### src/rtl/motor_pwm_driver_pkg.sv
// Shared types and constants for the motor PWM driver and its upstream servo controller.
//   PWM_CNT_W      : width of period/duty/PWM counter, shared with servo_controller_unit
//   drive_state_t  : H-bridge drive FSM state, also exported on drive_state
//   drive_cmd_t    : direction/brake/power command bits held in the shadow register
package motor_pkg;

    localparam int unsigned PWM_CNT_W = 8;

    typedef enum logic [1:0] {
        DS_OFF      = 2'd0,
        DS_DRIVE    = 2'd1,
        DS_BRAKE    = 2'd2,
        DS_DEADTIME = 2'd3
    } drive_state_t;

    typedef struct packed {
        logic cw;
        logic brk;
        logic pwr;
    } drive_cmd_t;

endpackage

### src/rtl/motor_pwm_driver_if.sv
// Command/status bundle between the servo controller and the motor PWM driver.
//   pwm_period, pwm_duty, clockwise, pwm_brake, pwm_power : commands (master -> slave)
//   motor_a, motor_b, pwm_out, period_strobe, drive_state  : status   (slave -> master)
interface motor_pwm_driver_if #(
    parameter int unsigned CNT_W = motor_pkg::PWM_CNT_W
);
    import motor_pkg::*;

    logic [CNT_W-1:0] pwm_period;
    logic [CNT_W-1:0] pwm_duty;
    logic             clockwise;
    logic             pwm_brake;
    logic             pwm_power;
    logic             motor_a;
    logic             motor_b;
    logic             pwm_out;
    logic             period_strobe;
    drive_state_t     drive_state;

    modport master (
        output pwm_period, pwm_duty, clockwise, pwm_brake, pwm_power,
        input  motor_a, motor_b, pwm_out, period_strobe, drive_state
    );

    modport slave (
        input  pwm_period, pwm_duty, clockwise, pwm_brake, pwm_power,
        output motor_a, motor_b, pwm_out, period_strobe, drive_state
    );

endinterface

### src/rtl/motor_pwm_driver_timebase.sv
// PWM timebase: prescaler, period counter, shadowed period and period strobe.
//   clk, n_reset   : clock, synchronous active-low reset
//   pwm_period     : requested period (ticks minus 1), sampled at each wrap
//   cnt_nxt_c      : counter value that takes effect at the coming edge (combinational)
//   wrap_c         : coming edge ends the period and reloads shadows (combinational)
//   period_strobe  : registered 1-clk pulse following each wrap
module pwm_timebase
    import motor_pkg::*;
#(
    parameter int unsigned PRESCALE_DIV = 50,
    parameter int unsigned CNT_W        = PWM_CNT_W
) (
    input  logic             clk,
    input  logic             n_reset,
    input  logic [CNT_W-1:0] pwm_period,
    output logic [CNT_W-1:0] cnt_nxt_c,
    output logic             wrap_c,
    output logic             period_strobe
);

    localparam int unsigned PRE_W = (PRESCALE_DIV > 1) ? $clog2(PRESCALE_DIV) : 1;
    localparam logic [PRE_W-1:0] PRE_LAST = PRE_W'(PRESCALE_DIV - 1);

    logic [PRE_W-1:0] pre_q;
    logic [CNT_W-1:0] cnt_q;
    logic [CNT_W-1:0] per_sh;
    logic             tick_c;

    assign tick_c = (pre_q == PRE_LAST);
    // A zero period wraps on every tick, holding cnt at 0.
    assign wrap_c = tick_c && (cnt_q == per_sh);

    // Next counter value
    always_comb begin
        cnt_nxt_c = cnt_q;
        if (tick_c) begin
            cnt_nxt_c = wrap_c ? '0 : cnt_q + CNT_W'(1);
        end
    end

    // Prescaler, counter, period shadow and strobe
    always_ff @(posedge clk) begin
        if (!n_reset) begin
            pre_q         <= '0;
            cnt_q         <= '0;
            per_sh        <= '0;
            period_strobe <= 1'b0;
        end else begin
            pre_q         <= tick_c ? '0 : pre_q + PRE_W'(1);
            cnt_q         <= cnt_nxt_c;
            period_strobe <= wrap_c;
            if (wrap_c) begin
                per_sh <= pwm_period;
            end
        end
    end

endmodule

### src/rtl/motor_pwm_driver.sv
// H-bridge gate driver: double-buffered PWM with dead-time between drive modes.
//   clk, n_reset : clock, synchronous active-low reset
//   bus (slave)  : pwm_period/pwm_duty/clockwise/pwm_brake/pwm_power in;
//                  motor_a/motor_b gates, pwm_out monitor, period_strobe, drive_state out
// Shadows reload only at period wrap; pwm_power low forces DS_OFF on the next edge.
module motor_pwm_driver
    import motor_pkg::*;
#(
    parameter int unsigned PRESCALE_DIV    = 50,
    parameter int unsigned DEADTIME_CYCLES = 16,
    parameter int unsigned CNT_W           = PWM_CNT_W
) (
    input  logic         clk,
    input  logic         n_reset,
    motor_pwm_driver_if.slave bus
);

    localparam int unsigned DT_W = (DEADTIME_CYCLES > 1) ? $clog2(DEADTIME_CYCLES) : 1;
    localparam logic [DT_W-1:0] DT_LOAD = DT_W'(DEADTIME_CYCLES - 1);

    logic [CNT_W-1:0] cnt_nxt_c;
    logic             wrap_c;
    logic             strobe_q;

    drive_state_t     state_q, state_d;
    logic [DT_W-1:0]  dt_q, dt_d;
    logic [CNT_W-1:0] duty_sh, duty_d;
    drive_cmd_t       cmd_sh, cmd_d;
    logic             pwm_d, a_d, b_d;
    logic             pwm_q, a_q, b_q;

    pwm_timebase #(
        .PRESCALE_DIV (PRESCALE_DIV),
        .CNT_W        (CNT_W)
    ) u_timebase (
        .clk           (clk),
        .n_reset       (n_reset),
        .pwm_period    (bus.pwm_period),
        .cnt_nxt_c     (cnt_nxt_c),
        .wrap_c        (wrap_c),
        .period_strobe (strobe_q)
    );

    // State, dead-time counter, shadows and registered outputs
    always_ff @(posedge clk) begin
        if (!n_reset) begin
            state_q <= DS_OFF;
            dt_q    <= '0;
            duty_sh <= '0;
            cmd_sh  <= '0;
            pwm_q   <= 1'b0;
            a_q     <= 1'b0;
            b_q     <= 1'b0;
        end else begin
            state_q <= state_d;
            dt_q    <= dt_d;
            duty_sh <= duty_d;
            cmd_sh  <= cmd_d;
            pwm_q   <= pwm_d;
            a_q     <= a_d;
            b_q     <= b_d;
        end
    end

    // Shadow reload, next state and next gate values
    always_comb begin
        duty_d  = duty_sh;
        cmd_d   = cmd_sh;
        state_d = state_q;
        dt_d    = dt_q;
        a_d     = 1'b0;
        b_d     = 1'b0;

        if (wrap_c) begin
            duty_d    = bus.pwm_duty;
            cmd_d.cw  = bus.clockwise;
            cmd_d.brk = bus.pwm_brake;
            cmd_d.pwr = bus.pwm_power;
        end

        case (state_q)
            DS_OFF: begin
                // Legs already low, so no dead-time is needed on the way out.
                if (wrap_c && cmd_d.pwr) begin
                    state_d = cmd_d.brk ? DS_BRAKE : DS_DRIVE;
                end
            end
            DS_DRIVE: begin
                if (wrap_c && ((cmd_d.cw != cmd_sh.cw) || cmd_d.brk)) begin
                    state_d = DS_DEADTIME;
                    dt_d    = DT_LOAD;
                end
            end
            DS_BRAKE: begin
                if (wrap_c && !cmd_d.brk) begin
                    state_d = DS_DEADTIME;
                    dt_d    = DT_LOAD;
                end
            end
            DS_DEADTIME: begin
                // Strobes here refresh shadows but never restart the count.
                if (dt_q == '0) begin
                    if (!cmd_sh.pwr) begin
                        state_d = DS_OFF;
                    end else if (cmd_sh.brk) begin
                        state_d = DS_BRAKE;
                    end else begin
                        state_d = DS_DRIVE;
                    end
                end else begin
                    dt_d = dt_q - DT_W'(1);
                end
            end
            default: state_d = DS_OFF;
        endcase

        // Raw power input overrides everything, including a coincident strobe.
        if (!bus.pwm_power) begin
            state_d   = DS_OFF;
            cmd_d.pwr = 1'b0;
        end

        pwm_d = (cnt_nxt_c < duty_d);

        case (state_d)
            DS_DRIVE: begin
                a_d = cmd_d.cw & pwm_d;
                b_d = ~cmd_d.cw & pwm_d;
            end
            DS_BRAKE: begin
                a_d = 1'b1;
                b_d = 1'b1;
            end
            default: begin
                a_d = 1'b0;
                b_d = 1'b0;
            end
        endcase
    end

    assign bus.motor_a       = a_q;
    assign bus.motor_b       = b_q;
    assign bus.pwm_out       = pwm_q;
    assign bus.period_strobe = strobe_q;
    assign bus.drive_state   = state_q;

endmodule

### src/flat_wrapper.sv
// flat-port wrapper written by rule: the top's interface ports become plain ports
module motor_pwm_driver_flat import motor_pkg::*;
#(
    parameter int unsigned PRESCALE_DIV    = 50,
    parameter int unsigned DEADTIME_CYCLES = 16,
    parameter int unsigned CNT_W           = PWM_CNT_W
)
  (clk, n_reset, bus_pwm_period, bus_pwm_duty, bus_clockwise, bus_pwm_brake, bus_pwm_power, bus_motor_a, bus_motor_b, bus_pwm_out, bus_period_strobe, bus_drive_state);
  motor_pwm_driver_if #(.CNT_W(CNT_W)) bus_i ();
  input  logic clk;
  input  logic n_reset;
  input wire logic [$bits(bus_i.pwm_period)-1:0] bus_pwm_period;
  input wire logic [$bits(bus_i.pwm_duty)-1:0] bus_pwm_duty;
  input wire logic [$bits(bus_i.clockwise)-1:0] bus_clockwise;
  input wire logic [$bits(bus_i.pwm_brake)-1:0] bus_pwm_brake;
  input wire logic [$bits(bus_i.pwm_power)-1:0] bus_pwm_power;
  output wire logic [$bits(bus_i.motor_a)-1:0] bus_motor_a;
  output wire logic [$bits(bus_i.motor_b)-1:0] bus_motor_b;
  output wire logic [$bits(bus_i.pwm_out)-1:0] bus_pwm_out;
  output wire logic [$bits(bus_i.period_strobe)-1:0] bus_period_strobe;
  output wire logic [$bits(bus_i.drive_state)-1:0] bus_drive_state;
  assign bus_i.pwm_period = bus_pwm_period;
  assign bus_i.pwm_duty = bus_pwm_duty;
  assign bus_i.clockwise = bus_clockwise;
  assign bus_i.pwm_brake = bus_pwm_brake;
  assign bus_i.pwm_power = bus_pwm_power;
  assign bus_motor_a = bus_i.motor_a;
  assign bus_motor_b = bus_i.motor_b;
  assign bus_pwm_out = bus_i.pwm_out;
  assign bus_period_strobe = bus_i.period_strobe;
  assign bus_drive_state = bus_i.drive_state;
  motor_pwm_driver #(.PRESCALE_DIV(PRESCALE_DIV), .DEADTIME_CYCLES(DEADTIME_CYCLES), .CNT_W(CNT_W)) u_core (.clk(clk), .n_reset(n_reset), .bus(bus_i));
endmodule
### config.mk
export PLATFORM = sky130hd
export DESIGN_NAME = motor_pwm_driver_flat
export DESIGN_NICKNAME = d
export VERILOG_FILES = /design/src/rtl/motor_pwm_driver_pkg.sv /design/src/rtl/motor_pwm_driver_if.sv /design/src/rtl/motor_pwm_driver_timebase.sv /design/src/rtl/motor_pwm_driver.sv /design/src/flat_wrapper.sv
export SDC_FILE = /design/constraint.sdc
export NUM_CORES = 1
export LEC_CHECK = 0
export ABC_CLOCK_PERIOD_IN_PS = 9900
export BUFFER_PORTS_ARGS = -buffer_cell sky130_fd_sc_hd__buf_2
export CORE_MARGIN = 2
export CORE_UTILIZATION = 50
export DETAILED_ROUTE_END_ITERATION = 16
export PLACE_DENSITY = 0.7
export RECOVER_POWER = 25
export SKIP_LAST_GASP = 1
export SLEW_MARGIN = 0
export SYNTH_ARGS = -nofsm -noshare
export SYNTH_HDL_FRONTEND = slang
export SYNTH_HIERARCHICAL = 1
export SYNTH_SLANG_ARGS = --single-unit
export TNS_END_PERCENT = 20
### constraint.sdc
create_clock -name clk -period 9.9 [get_ports clk]
set_clock_uncertainty 0.1 [all_clocks]
set_input_delay 0.495 -clock clk [delete_from_list [all_inputs] [get_ports clk]]
set_output_delay 0.495 -clock clk [all_outputs]
set_load 0.05 [all_outputs]
==> key figures <==
Synthesis
  – Largest family of logic cells by synthesized area: simple AND/OR/NAND/NOR gates
  – Ys flop type: dfxtp_1
  – Cell count after synthesis: around 270
  – Sequential fraction of the synthesis area: 0.351
  – Post-synth EDFFs: 0
  – Mean post-synth cell area: between 9 and 10 µm²
  – Synth top cells by count: dfxtp_1, nand2_1, nor2_1, ha_1, nand4_1
  – Synth Area in XOR/XNOR: 0.0642
  – Ys async rst share: 0
  – Synth top area share: 0.351
  – Ranking of synthesized cells by area: dfxtp_1, ha_1, mux2i_1
  – Simple-Gate Fraction of Synth Area: 0.243
  – Synth Area in Adders: 0.0917
  – Multiplexer area fraction after synthesis: 0.0408
  – Seq cells post-synth: 43
  – Area leader, netlist: dfxtp_1
  – Synth unique cells: 55
  – Ys Warns: 6
  – Most numerous cell in the Yosys netlist: dfxtp_1
  – Syn Nets: 304
  – Compound-Gate Fraction of Synth Area: 0.160
  – Mapped cell area: roughly 2500 µm²

Timing
  – Max Fclk: ~260 MHz
  – Slew margin rel.: 0.582
  – Final setup viols: 0
  – Setup TNS: 0 ps
  – Max Slew Vio Count: 0
  – Final hold vios: 0
  – Final worst slack: about 6000 ps
  – RSZ-0062 raised after global routing: false
  – Final worst-path cycle share: 0.390
  – Worst-Margin Slew: roughly 630 ps
  – Fin crit period: between 3000 and 4000 ps

Placement
  – GP Congestion: roughly 0.86
  – Area after DPL: about 2600 µm²
  – HPWL Detailed: between 3000 and 4000 µm
  – Setup Slack @ Placement: roughly 6200 ps
  – I/O Buffers: 26

Detailed routing
  – Average wire per standard cell: between 10 and 15 µm
  – DR iter-0 viols: 86
  – Vias per cell: 5.43
  – Total Wirelength: around 4600 µm
  – Detailed-route DRC error count: 0
  – ANT nets after route: 0
  – DR vias: between 1500 and 2000
  – Drt pass-1 iters: 4

Floorplan
  – Die Span X: approximately 74 µm
  – # rows: 25
  – Initial Util: 0.520
  – Number of I/O pins: 27
  – Full die area: roughly 5500 µm²
  – Core area: between 4000 and 5000 µm²
  – Die height: 74.1 µm

Worst setup path
  – Crit path launch type: register
  – Crit-path slowest cell: nand2_1
  – Req. time, crit path: approximately 10000 ps
  – Crit path kind: reg -> reg
  – Buf+Inv Stages, Crit Path: 2
  – Max incr delay on CP: roughly 430 ps
  – Worst R2R Path Depth: 13
  – Critical Path, Cell by Cell: ha_1 -> and4bb_1 -> nand2_1 -> nor3_4 -> buf_4 -> inv_1 -> a221o_1 -> a221oi_2 -> nand2b_1 -> ha_1 -> nor2b_1 -> nand2_1 -> o41ai_1
  – Delay-heaviest family, CP: simple AND/OR/NAND/NOR gates
  – Crit end category: register
  – Crit-path max FO: 22
  – Crit path arrival time: 3950 ps
  – Cell depth of the worst setup path: 13

Global routing
  – Vias in the first global route: 1725
  – Grt ovf: 0
  – Total track usage: 0.181
  – First-pass GRT wire length: 7750 µm
  – Largest net degree at the start of global routing: 24
  – Initial antenna violation count: 0

Final layout
  – Final nets: about 330
  – Share of post-route cells with drive strength above 1: 0.146
  – # diodes: 0
  – Final instance area: about 2700 µm²
  – Syn-to-layout area delta: 8.46%

Clock tree
  – Clk root buf: clkbuf_8
  – Post-CTS Setup Inserts: 0
  – Post_cts resized: 0
  – Cts bufs inserted: 5
  – Clock Pin Slew Worst Setup and Hold Paths: around 90 ps
  – Clk_lat worst skew: 300 ps
  – CTS tree: yes
  – H-tree depth: 2
  – Clock Path Buffers: 2
  – Sink Count: 43
  – CTS Hold Bufs: 0

Hold path
  – Hold Crit Depth: 3
  – HP Class: in -> reg

Pwr
  – Total Power: roughly 300 µW
  – Leakage power: 1.00 nW
  – Peak VDD IR: 0.0683 mV
  – PD cells: 112 nW/µm²

Outcome
  – Status: finished clean

Job
  – Max Cap Violations: 0
registers in the layout, indices dropped and copies added, names as in the netlist:
signal                           flops
u_core/duty_sh                       8
u_core/u_timebase/cnt_q              8
u_core/u_timebase/per_sh             8
u_core/u_timebase/pre_q              6
u_core/dt_q                          4
u_core/cmd_sh                        3
u_core/bus.drive_state               2
u_core/bus.motor_a                   1
u_core/bus.motor_b                   1
u_core/bus.pwm_out                   1
u_core/u_timebase/period_strobe      1
report_power, final:
| group | internal [mW] | switching [mW] | leakage [nW] |
|---|---|---|---|
| sequential | 0.174 | 0.000810 | 0.347 |
| combinational | 0.00515 | 0.00546 | 0.615 |
| clock | 0.0492 | 0.0626 | 0.0402 |
| total | 0.228 | 0.0688 | 1.00 |
path summary, 6_finish.rpt:
path	from	end	slack, ps
setup reg to reg	u_core/u_timebase/pre_q[0]$_SDFF_PP0_	u_core/bus.motor_a$_SDFF_PN0_	6030
hold / removal	bus_pwm_period[0]	u_core/u_timebase/per_sh[0]$_SDFFE_PN0N_	350
hold reg to reg	u_core/u_timebase/pre_q[0]$_SDFF_PP0_	u_core/u_timebase/pre_q[0]$_SDFF_PP0_	370
setup / recovery	u_core/u_timebase/pre_q[0]$_SDFF_PP0_	u_core/bus.motor_a$_SDFF_PN0_	6030
layout by cell type, fill, tap and decap left out, types with 2 or more instances in the layout:
cell	synthesis	final
a211o_1	2	2
nor2b_1	13	13
and2_1	2	2
nor3b_1	4	4
ha_1	18	18
o31ai_1	10	10
a31o_2	2	2
o211ai_1	3	3
clkinvlp_4	0	2
xor2_1	7	7
nand3_1	9	9
xnor2_1	11	11
or2_2	2	2
nand4_1	16	16
a21o_1	2	2
and4_1	3	3
nand2_1	22	23
o21ai_0	2	2
mux2i_1	10	10
and3_1	2	2
nor4_1	2	2
buf_2	3	20
o211a_1	2	2
a21oi_1	12	12
nor2_1	21	21
dfxtp_1	43	43
clkbuf_8	2	5
nand2b_1	2	2
inv_1	7	7
a221o_1	2	2
clkbuf_1	2	6
cell type report:
cell class / instances / area, µm²
Multi-Input combinational cell: 202 / 1470
Timing Repair Buffer: 27 / 130
Clock inverter: 3 / 20.0
Clock buffer: 5 / 68.8
Tap cell: 67 / 83.8
Fill cell: 446 / 2060
Inverter: 8 / 30.0
Sequential cell: 43 / 861
per-stage QoR:
| step | instances | hold WS [ps] | utilization |
|---|---|---|---|
| 2_1_floorplan | 265 | 329 | - |
| 3_3_place_gp | 347 | 347 | 0.547 |
| 3_5_place_dp | 347 | 357 | 0.547 |
| 4_1_cts | 355 | 342 | 0.566 |
| 5_1_grt | 355 | 328 | 0.564 |
| 6_report | 355 | 345 | 0.564 |
worst register-to-register path: stages (launching register included):
cell and delay (ps):
dfxtp_1 370, ha_1 150, and4bb_1 350, nand2_1 430, nor3_4 290, buf_4 330
inv_1 190, a221o_1 360, a221oi_2 330, nand2b_1 150, ha_1 220, nor2b_1 190
nand2_1 80, o41ai_1 240
cell families (layout without fill, tap and decap cells):
| group | Yosys count | after routing |
|---|---|---|
| AND/OR/NAND/NOR | 108 | 108 |
| adder cells (fa/ha/maj) | 18 | 18 |
| multiplexers | 10 | 10 |
| AO/OA/AOI/OAI | 48 | 48 |
| XOR/XNOR | 18 | 18 |
| buffers and inverters | 20 | 43 |
| flip-flops | 43 | 43 |
per-layer routing:
metal  track usage  wire (µm)  part of all wire  vias up
met1         0.255       2380              0.52      890
met3        0.0447        163             0.036        2
met2         0.273       2020              0.44       34
li1              -          -                 -     1000
met5             0          0                 0        -
met4        0.0545         25            0.0055        0
(Power assumes the default switching activity.)
